$ cat src/rtl/seq_mult_shift_add_if.sv
// Operand/result handshake bundle for seq_mult_shift_add.
// master drives start/a/b; slave returns busy/done/product.
interface seq_mult_shift_add_if #(
    parameter int WIDTH = 8
);
    logic               start;
    logic [WIDTH-1:0]   a;
    logic [WIDTH-1:0]   b;
    logic               busy;
    logic               done;
    logic [2*WIDTH-1:0] product;

    modport master (output start, a, b, input busy, done, product);
    modport slave  (input start, a, b, output busy, done, product);
endinterface

$ cat src/rtl/seq_mult_shift_add.sv
// Sequential shift-and-add multiplier, fixed WIDTH-cycle iteration, start/busy/done handshake.
// Define MLT_SIGNED_EN for two's-complement operands (adds one SGN cycle of latency).
module seq_mult_shift_add #(
    parameter int WIDTH = 8
) (
    input  logic                 clk,
    input  logic                 resetn,
    seq_mult_shift_add_if.slave  bus
);
    localparam int CNT_W = $clog2(WIDTH) + 1;
    localparam int PW    = 2 * WIDTH;

`ifdef MLT_SIGNED_EN
    typedef enum logic [1:0] {IDLE, CALC, SGN, DONE} state_t;
`else
    typedef enum logic [1:0] {IDLE, CALC, DONE} state_t;
`endif

    state_t            state;
    logic [PW-1:0]     a_q;
    logic [WIDTH-1:0]  b_q;
    logic [PW-1:0]     p_q;
    logic [CNT_W-1:0]  cnt;
    logic              busy_q;
    logic              done_q;
    logic [PW-1:0]     prod_q;

    logic [WIDTH-1:0]  a_in;
    logic [WIDTH-1:0]  b_in;
    logic [PW-1:0]     p_add;
    logic              last;
    logic              zero_op;

`ifdef MLT_SIGNED_EN
    logic              neg_q;
    logic [PW-1:0]     p_sgn;

    // Magnitude of the most-negative value still fits unsigned in WIDTH bits.
    always_comb begin
        a_in = bus.a[WIDTH-1] ? -bus.a : bus.a;
        b_in = bus.b[WIDTH-1] ? -bus.b : bus.b;
    end

    always_comb p_sgn = neg_q ? -p_q : p_q;
`else
    always_comb begin
        a_in = bus.a;
        b_in = bus.b;
    end
`endif

    always_comb begin
        p_add   = b_q[0] ? (p_q + a_q) : p_q;
        last    = (cnt == CNT_W'(WIDTH - 1));
        zero_op = (a_in == '0) || (b_in == '0);
    end

    always_ff @(posedge clk or negedge resetn) begin
        if (!resetn) begin
            state  <= IDLE;
            a_q    <= '0;
            b_q    <= '0;
            p_q    <= '0;
            cnt    <= '0;
            busy_q <= 1'b0;
            done_q <= 1'b0;
            prod_q <= '0;
`ifdef MLT_SIGNED_EN
            neg_q  <= 1'b0;
`endif
        end else begin
            done_q <= 1'b0;
            case (state)
                IDLE: begin
                    if (bus.start) begin
                        a_q    <= {{WIDTH{1'b0}}, a_in};
                        b_q    <= b_in;
                        p_q    <= '0;
                        cnt    <= '0;
                        busy_q <= 1'b1;
`ifdef MLT_SIGNED_EN
                        neg_q  <= bus.a[WIDTH-1] ^ bus.b[WIDTH-1];
                        state  <= zero_op ? SGN : CALC;
`else
                        if (zero_op) begin
                            state  <= DONE;
                            done_q <= 1'b1;
                            prod_q <= '0;
                        end else begin
                            state  <= CALC;
                        end
`endif
                    end
                end
                CALC: begin
                    p_q <= p_add;
                    a_q <= a_q << 1;
                    b_q <= b_q >> 1;
                    cnt <= cnt + CNT_W'(1);
                    if (last) begin
`ifdef MLT_SIGNED_EN
                        state  <= SGN;
`else
                        // Result register loads on DONE entry so it is valid alongside done.
                        state  <= DONE;
                        done_q <= 1'b1;
                        prod_q <= p_add;
`endif
                    end
                end
`ifdef MLT_SIGNED_EN
                SGN: begin
                    p_q    <= p_sgn;
                    prod_q <= p_sgn;
                    done_q <= 1'b1;
                    state  <= DONE;
                end
`endif
                DONE: begin
                    busy_q <= 1'b0;
                    state  <= IDLE;
                end
                default: state <= IDLE;
            endcase
        end
    end

    assign bus.busy    = busy_q;
    assign bus.done    = done_q;
    assign bus.product = prod_q;
endmodule

$ cat src/flat_wrapper.sv
// flat-port wrapper written by rule: the top's interface ports become plain ports
module seq_mult_shift_add_flat 
#(
    parameter int WIDTH = 8
)
  (clk, resetn, bus_start, bus_a, bus_b, bus_busy, bus_done, bus_product);
  seq_mult_shift_add_if #(.WIDTH(WIDTH)) bus_i ();
  input  logic clk;
  input  logic resetn;
  input wire logic [$bits(bus_i.start)-1:0] bus_start;
  input wire logic [$bits(bus_i.a)-1:0] bus_a;
  input wire logic [$bits(bus_i.b)-1:0] bus_b;
  output wire logic [$bits(bus_i.busy)-1:0] bus_busy;
  output wire logic [$bits(bus_i.done)-1:0] bus_done;
  output wire logic [$bits(bus_i.product)-1:0] bus_product;
  assign bus_i.start = bus_start;
  assign bus_i.a = bus_a;
  assign bus_i.b = bus_b;
  assign bus_busy = bus_i.busy;
  assign bus_done = bus_i.done;
  assign bus_product = bus_i.product;
  seq_mult_shift_add #(.WIDTH(WIDTH)) u_core (.clk(clk), .resetn(resetn), .bus(bus_i));
endmodule
$ cat config.mk
export PLATFORM = sky130hd
export DESIGN_NAME = seq_mult_shift_add_flat
export DESIGN_NICKNAME = d
export VERILOG_FILES = /design/src/rtl/seq_mult_shift_add_if.sv /design/src/rtl/seq_mult_shift_add.sv /design/src/flat_wrapper.sv
export SDC_FILE = /design/constraint.sdc
export NUM_CORES = 1
export LEC_CHECK = 0
export BUFFER_PORTS_ARGS = -buffer_cell sky130_fd_sc_hd__buf_2
export CORE_ASPECT_RATIO = 1.75
export CORE_MARGIN = 4
export CORE_UTILIZATION = 48
export CTS_CLUSTER_SIZE = 20
export DETAILED_ROUTE_END_ITERATION = 7
export MAX_ROUTING_LAYER = met4
export PLACE_DENSITY = 0.75
export SLEW_MARGIN = 25
export SYNTH_ARGS = -nofsm -noshare
export SYNTH_HDL_FRONTEND = slang
export SYNTH_SLANG_ARGS = --single-unit
export TNS_END_PERCENT = 20
$ cat constraint.sdc
create_clock -name clk -period 7.8 [get_ports clk]
set_input_delay 2.34 -clock clk [delete_from_list [all_inputs] [get_ports clk]]
set_output_delay 2.34 -clock clk [all_outputs]
set_load 0.01 [all_outputs]
; After elaboration in Yosys (flattened, before gate mapping)
; Index checks and enable logic that the tools add are counted.
[totals]
elab_cells = 49
input_bits = 19
n_memories = 0
latch_bits = 0
rom_bits = 0
ram_bits = 0
register_bits = 64
[classes]
n_addsub = 2
n_eq_ne = 6
bitwise = 0
shifts = 0
order_cmp = 0
muxes = 23
n_div = 0
n_reduce_logical = 10
n_mul = 0
[ops]
columns = operator, count
row1 = 16-bit two-way mux, 6
row2 = 16-bit case mux with 2 select lines, 3
row3 = 16-bit adder, 1
row4 = 8-bit logical NOT, 2
row5 = 8-bit case mux with 2 select lines, 1
row6 = 8-bit two-way mux, 1
row7 = 4-bit case mux with 2 select lines, 1
row8 = 2-bit two-way mux, 3
row9 = 2-bit AND reduction, 3
row10 = 4-bit by 1-bit adder with 4-bit output (second input constant), 1
row11 = 4-bit by 3-bit equality test with 1-bit output (second input constant), 1
row12 = 1-bit two-way mux, 4
row13 = 4-bit two-way mux, 1
row14 = 2-bit by 1-bit inequality test with 1-bit output (second input constant), 2
row15 = 1-bit case mux with 2 select lines, 2
row16 = 2-bit case mux with 2 select lines, 1
row17 = 4-bit AND reduction, 1
row18 = 2-bit nonzero test, 2
row19 = 2-bit by 1-bit equality test with 1-bit output (second input constant), 1
row20 = 2-bit equality test (second input constant), 1
row21 = 2-bit logical NOT, 1
row22 = 2-bit inequality test (second input constant), 1
row23 = 1-bit logical OR, 1

; Longest topological paths before layout
[depth]
ltp_word = 5
mapped_depth = 9
depth_no_buf = 9

; Worst setup path before layout
; No wires, ideal clock.
[synth_path]
path_kind = input to register
startpoint = in bus_start
endpoint = reg u_core.prod_q[11], in the netlist u_core.bus.product[11]
setup_time_ns = 0.130
required_time_ns = 7.670
cell_stages = 5
slack_ns = 4.297
t_arrival_ns = 3.373
path_cell_list = nor3b_1 a21oi_1 clkbuf_1 a32oi_1 o21ai_0
[synth_between]
elab_chain_len = 2
[synth_rtl]
columns = item, line
row1 = "start, declared", flat_wrapper.sv:10  ; input wire logic [$bits(bus_i.start)-1:0] bus_start;
row2 = 2-bit inequality test (no line), n/a
row3 = 4-bit AND reduction (no line), n/a
row4 = "end signal, assigned", seq_mult_shift_add.sv:107  ; prod_q <= p_add;
row5 = "end, declared", seq_mult_shift_add.sv:26  ; logic [PW-1:0] prod_q;
; No other way between the ends.
; A chain may end at the register's enable or synchronous reset.

; Worst setup path in the final report
[layout_path]
startpoint = in bus_start
endpoint = reg u_core.cnt[2]
[layout_between]
elab_chain_len = 2
[layout_rtl]
columns = item, line
row1 = 2-bit inequality test (no line), n/a
row2 = 2-bit AND reduction (no line), n/a
row3 = "end signal, assigned", seq_mult_shift_add.sv:99  ; cnt <= cnt + CNT_W'(1);
row4 = "end, declared", seq_mult_shift_add.sv:23  ; logic [CNT_W-1:0] cnt;
; No other way between the ends.

==> flow_metrics.py <==
metrics = {
    "run_status": {
        "status": "completed",
    },
    "critical_path": {
        "critPathLaunchType": "primary input",
        "critical_path_required_ps": 8050,
        "path_class": "in -> reg",
        "cp_data_arrival_time_ps": 3790,
        "cp_common_cell": "o21ai_0",
        "cpMaxStageDelayCell": "nor2_1",
        "cp-end-kind": "flop",
        "max_stage_delay_ps": 720,
        "crit_chain": "buf_2 > nor3b_1 > buf_4 > nor2_1 > o21ai_0 > o21ai_0",
        "critical_path.max_fanout": 14,
    },
    "yosys": {
        "yosys-top-cells-area": "dfrtp_1, nand2_1, ha_1",
        "avgSynthCellArea_sq_um": 9.44,
        "synth_warnings": 0,
        "synth_cell_types": 55,
        "synthFlopType": "dfrtp_1",
        "synth-async-reset-ratio_pct": 100,
        "syn_nets": 408,
        "syn-instance-count": 372,
        "yosys.area.top_type": "dfrtp_1",
        "synth-seq-cells": 64,
        "netlist_top_cells_count": "nand2_1, dfrtp_1, nor2_1, o21ai_0, ha_1",
        "synth-seq-area-share_pct": 45.6,
        "syn_area_sq_um": 3510,
        "synth-edff-count": 0,
        "synthDominantCellAreaShare_pct": 45.6,
        "synth_most_common_cell": "nand2_1",
    },
    "die": {
        "rows": 41,
        "initial_utilization_pct": 48.9,
        "design.core.area_sq_um": 7180,
        "die_x_um": 72.7,
        "pin_count": 37,
        "dieArea_sq_um": 8810,
        "die_h_um": 121,
    },
    "placement": {
        "dp_hpwl_mm": 5.96,
        "place.gp.congestion": 0.913,
        "io_buffers": 36,
        "dp_slack_ps": 3940,
    },
    "timing": {
        "tns_ps": 0,
        "tightest_slew_ps": 938,
        "slew_violations": 0,
        "hold_viol": 0,
        "fin_crit_ps": 3540,
        "timing.final.ws_setup_ps": 4260,
        "fin_worst_skew_ps": 4.97,
        "whs_ps": 465,
        "grt_setup_unrepaired": "false",
        "slew_headroom_pct": 37.2,
        "clock.fmax_ghz": 0.283,
        "setup_viol": 0,
        "min_period_over_period_pct": 45.3,
    },
    "clocking": {
        "cts_sinks": 64,
        "cts_tree": "yes",
        "cts_resized": 0,
        "ctsRootBufferMaster": "clkbuf_16",
        "htreeDepth": 3,
        "post-cts-setup-buffer-count": 0,
        "ctsHoldBuffers": 0,
        "numCtsBuffers": 9,
        "worstSkewPairLatency_ps": 330,
        "clkTransAtPathRegs_ps": 50,
        "cts_buffer_depth": 2,
    },
    "global_route": {
        "track_usage_pct": 21.3,
        "grt_first_pass_wirelength_mm": 14.0,
        "grt_max_degree": 65,
        "gr-total-overflow": 0,
        "grt_antenna_before_repair": 0,
        "first_global_vias": 2865,
    },
    "power": {
        "ir_worst_vdd_v": 0.000266,
        "combPwrFrac_pct": 49.1,
        "intPower_mw": 1.17,
        "pwr-share-clk_pct": 20.5,
        "p_switching_uw": 852,
        "powerDensity_nw_per_um2": 497,
        "seqPwrFrac_pct": 30.4,
        "p_leak_nw": 1.97,
        "p_sw_share_pct": 42.1,
    },
    "detailed_routing": {
        "avgViaCountPerCell": 5.80,
        "ant_nets": 0,
        "wl_per_cell_um": 16.6,
        "drt_wl_total_mm": 8.29,
        "dr.pass1.iters": 5,
        "drc": 0,
        "vias": 2902,
        "drtIter0Drc": 189,
    },
    "layout": {
        "drive_above_1_share_pct": 17.1,
        "diodes": 0,
        "syn2layout_area_growth_pct": 15.9,
        "num-fill-cells": 665,
        "nets": 446,
    },
    "min_path": {
        "hp-class": "reg -> reg",
    },
    "flow_run": {
        "max_cap_violations": 0,
    },
}
-- power groups by stage --
stage	registers (mW)	clock network, mW	logic [mW]
6_report	0.614	0.414	0.994
3_5_place_dp	0.620	0	0.983
3_3_place_gp	0.615	0	0.958
2_1_floorplan	0.589	0	0.766
5_1_grt	0.634	0.438	1.12
4_1_cts	0.615	0.422	0.994
-- path summary, 6_finish.rpt --
check,start,endpoint,slack (ps),cells after the start
max in group asynchronous,resetn,u_core.state[0],5100,2
min reg2reg,u_core.bus.product[10],u_core.bus.product[10],470,2
min,u_core.bus.product[10],u_core.bus.product[10],470,2
min in group asynchronous,resetn,u_core.bus.product[11],2180,2
max reg2reg,u_core.b_q[0],u_core.p_q[7],4700,4
max,bus_start,u_core.cnt[2],4260,6
-- cells in the final DEF, fill, tap and decap left out, types with 3 or more instances in the layout --
master,instances
a21o_1,4
buf_2,36
o31ai_1,4
clkbuf_16,9
nand2_1,70
xor2_1,3
a22o_1,6
nor3_1,9
nor2_1,32
a21oi_1,11
o21bai_1,3
a211oi_1,4
o21ai_0,26
mux2i_1,12
a22oi_1,8
dfrtp_1,64
nor4_1,4
and3_1,3
buf_4,5
ha_1,16
inv_1,7
o22ai_1,8
nand3_1,14
xnor2_1,7
-- kinds of logic (layout without fill, tap and decap cells) --
logic type,count (synthesis),count (layout),synth area share (%)
flops,64,64,45.6
xor+xnor,10,10,2.49
simple gates,148,148,19.3
buf+inv,22,64,2.92
compound gates,97,97,19.4
fa+ha+maj,17,17,6.27
mux,14,14,4.06
-- metrics by stage --
step	utilization (%)	area (sq um)	power, mW	cells
2_1_floorplan	-	3510	1.35	372
3_3_place_gp	52.5	3770	1.57	485
3_5_place_dp	52.5	3770	1.60	485
4_1_cts	56.7	4070	2.03	500
5_1_grt	56.7	4070	2.19	500
6_report	56.7	4070	2.02	500
-- flip-flops by register name, indices dropped and copies added (netlist names) --
name,count
u_core.bus.done,1
u_core.state,2
u_core.a_q,16
u_core.bus.product,16
u_core.p_q,16
u_core.bus.busy,1
u_core.cnt,4
u_core.b_q,8
-- final cells by class --
cell class,count,area [sq um],share of cell area [%]
clock inverter,4,70.1,1.72
clock buffer,11,233,5.71
tap,86,108,2.64
inverter,8,30.0,0.737
timing repair buffer,41,218,5.35
sequential,64,1600,39.3
multi-input combinational,286,1810,44.5
-- routing by layer --
layer / global-route usage [%] / part of all wire [%] / routed length, um / vias up
li1: - / - / - / 1411
met2: 35.3 / 54 / 4490 / 63
met4: 10.2 / 2.3 / 190 / 0
met3: 3.73 / 3.8 / 312 / 13
met1: 24.5 / 40 / 3290 / 1415
met5: - / 0 / 0 / -
-- critical path, delay by kind of cell --
kind / cells / cell delay [ps]
AND/OR/NAND/NOR: 2 / 850
buffers and inverters: 2 / 290
AO/OA/AOI/OAI: 2 / 300
No activity file was read; power rests on OpenSTA's default activity.
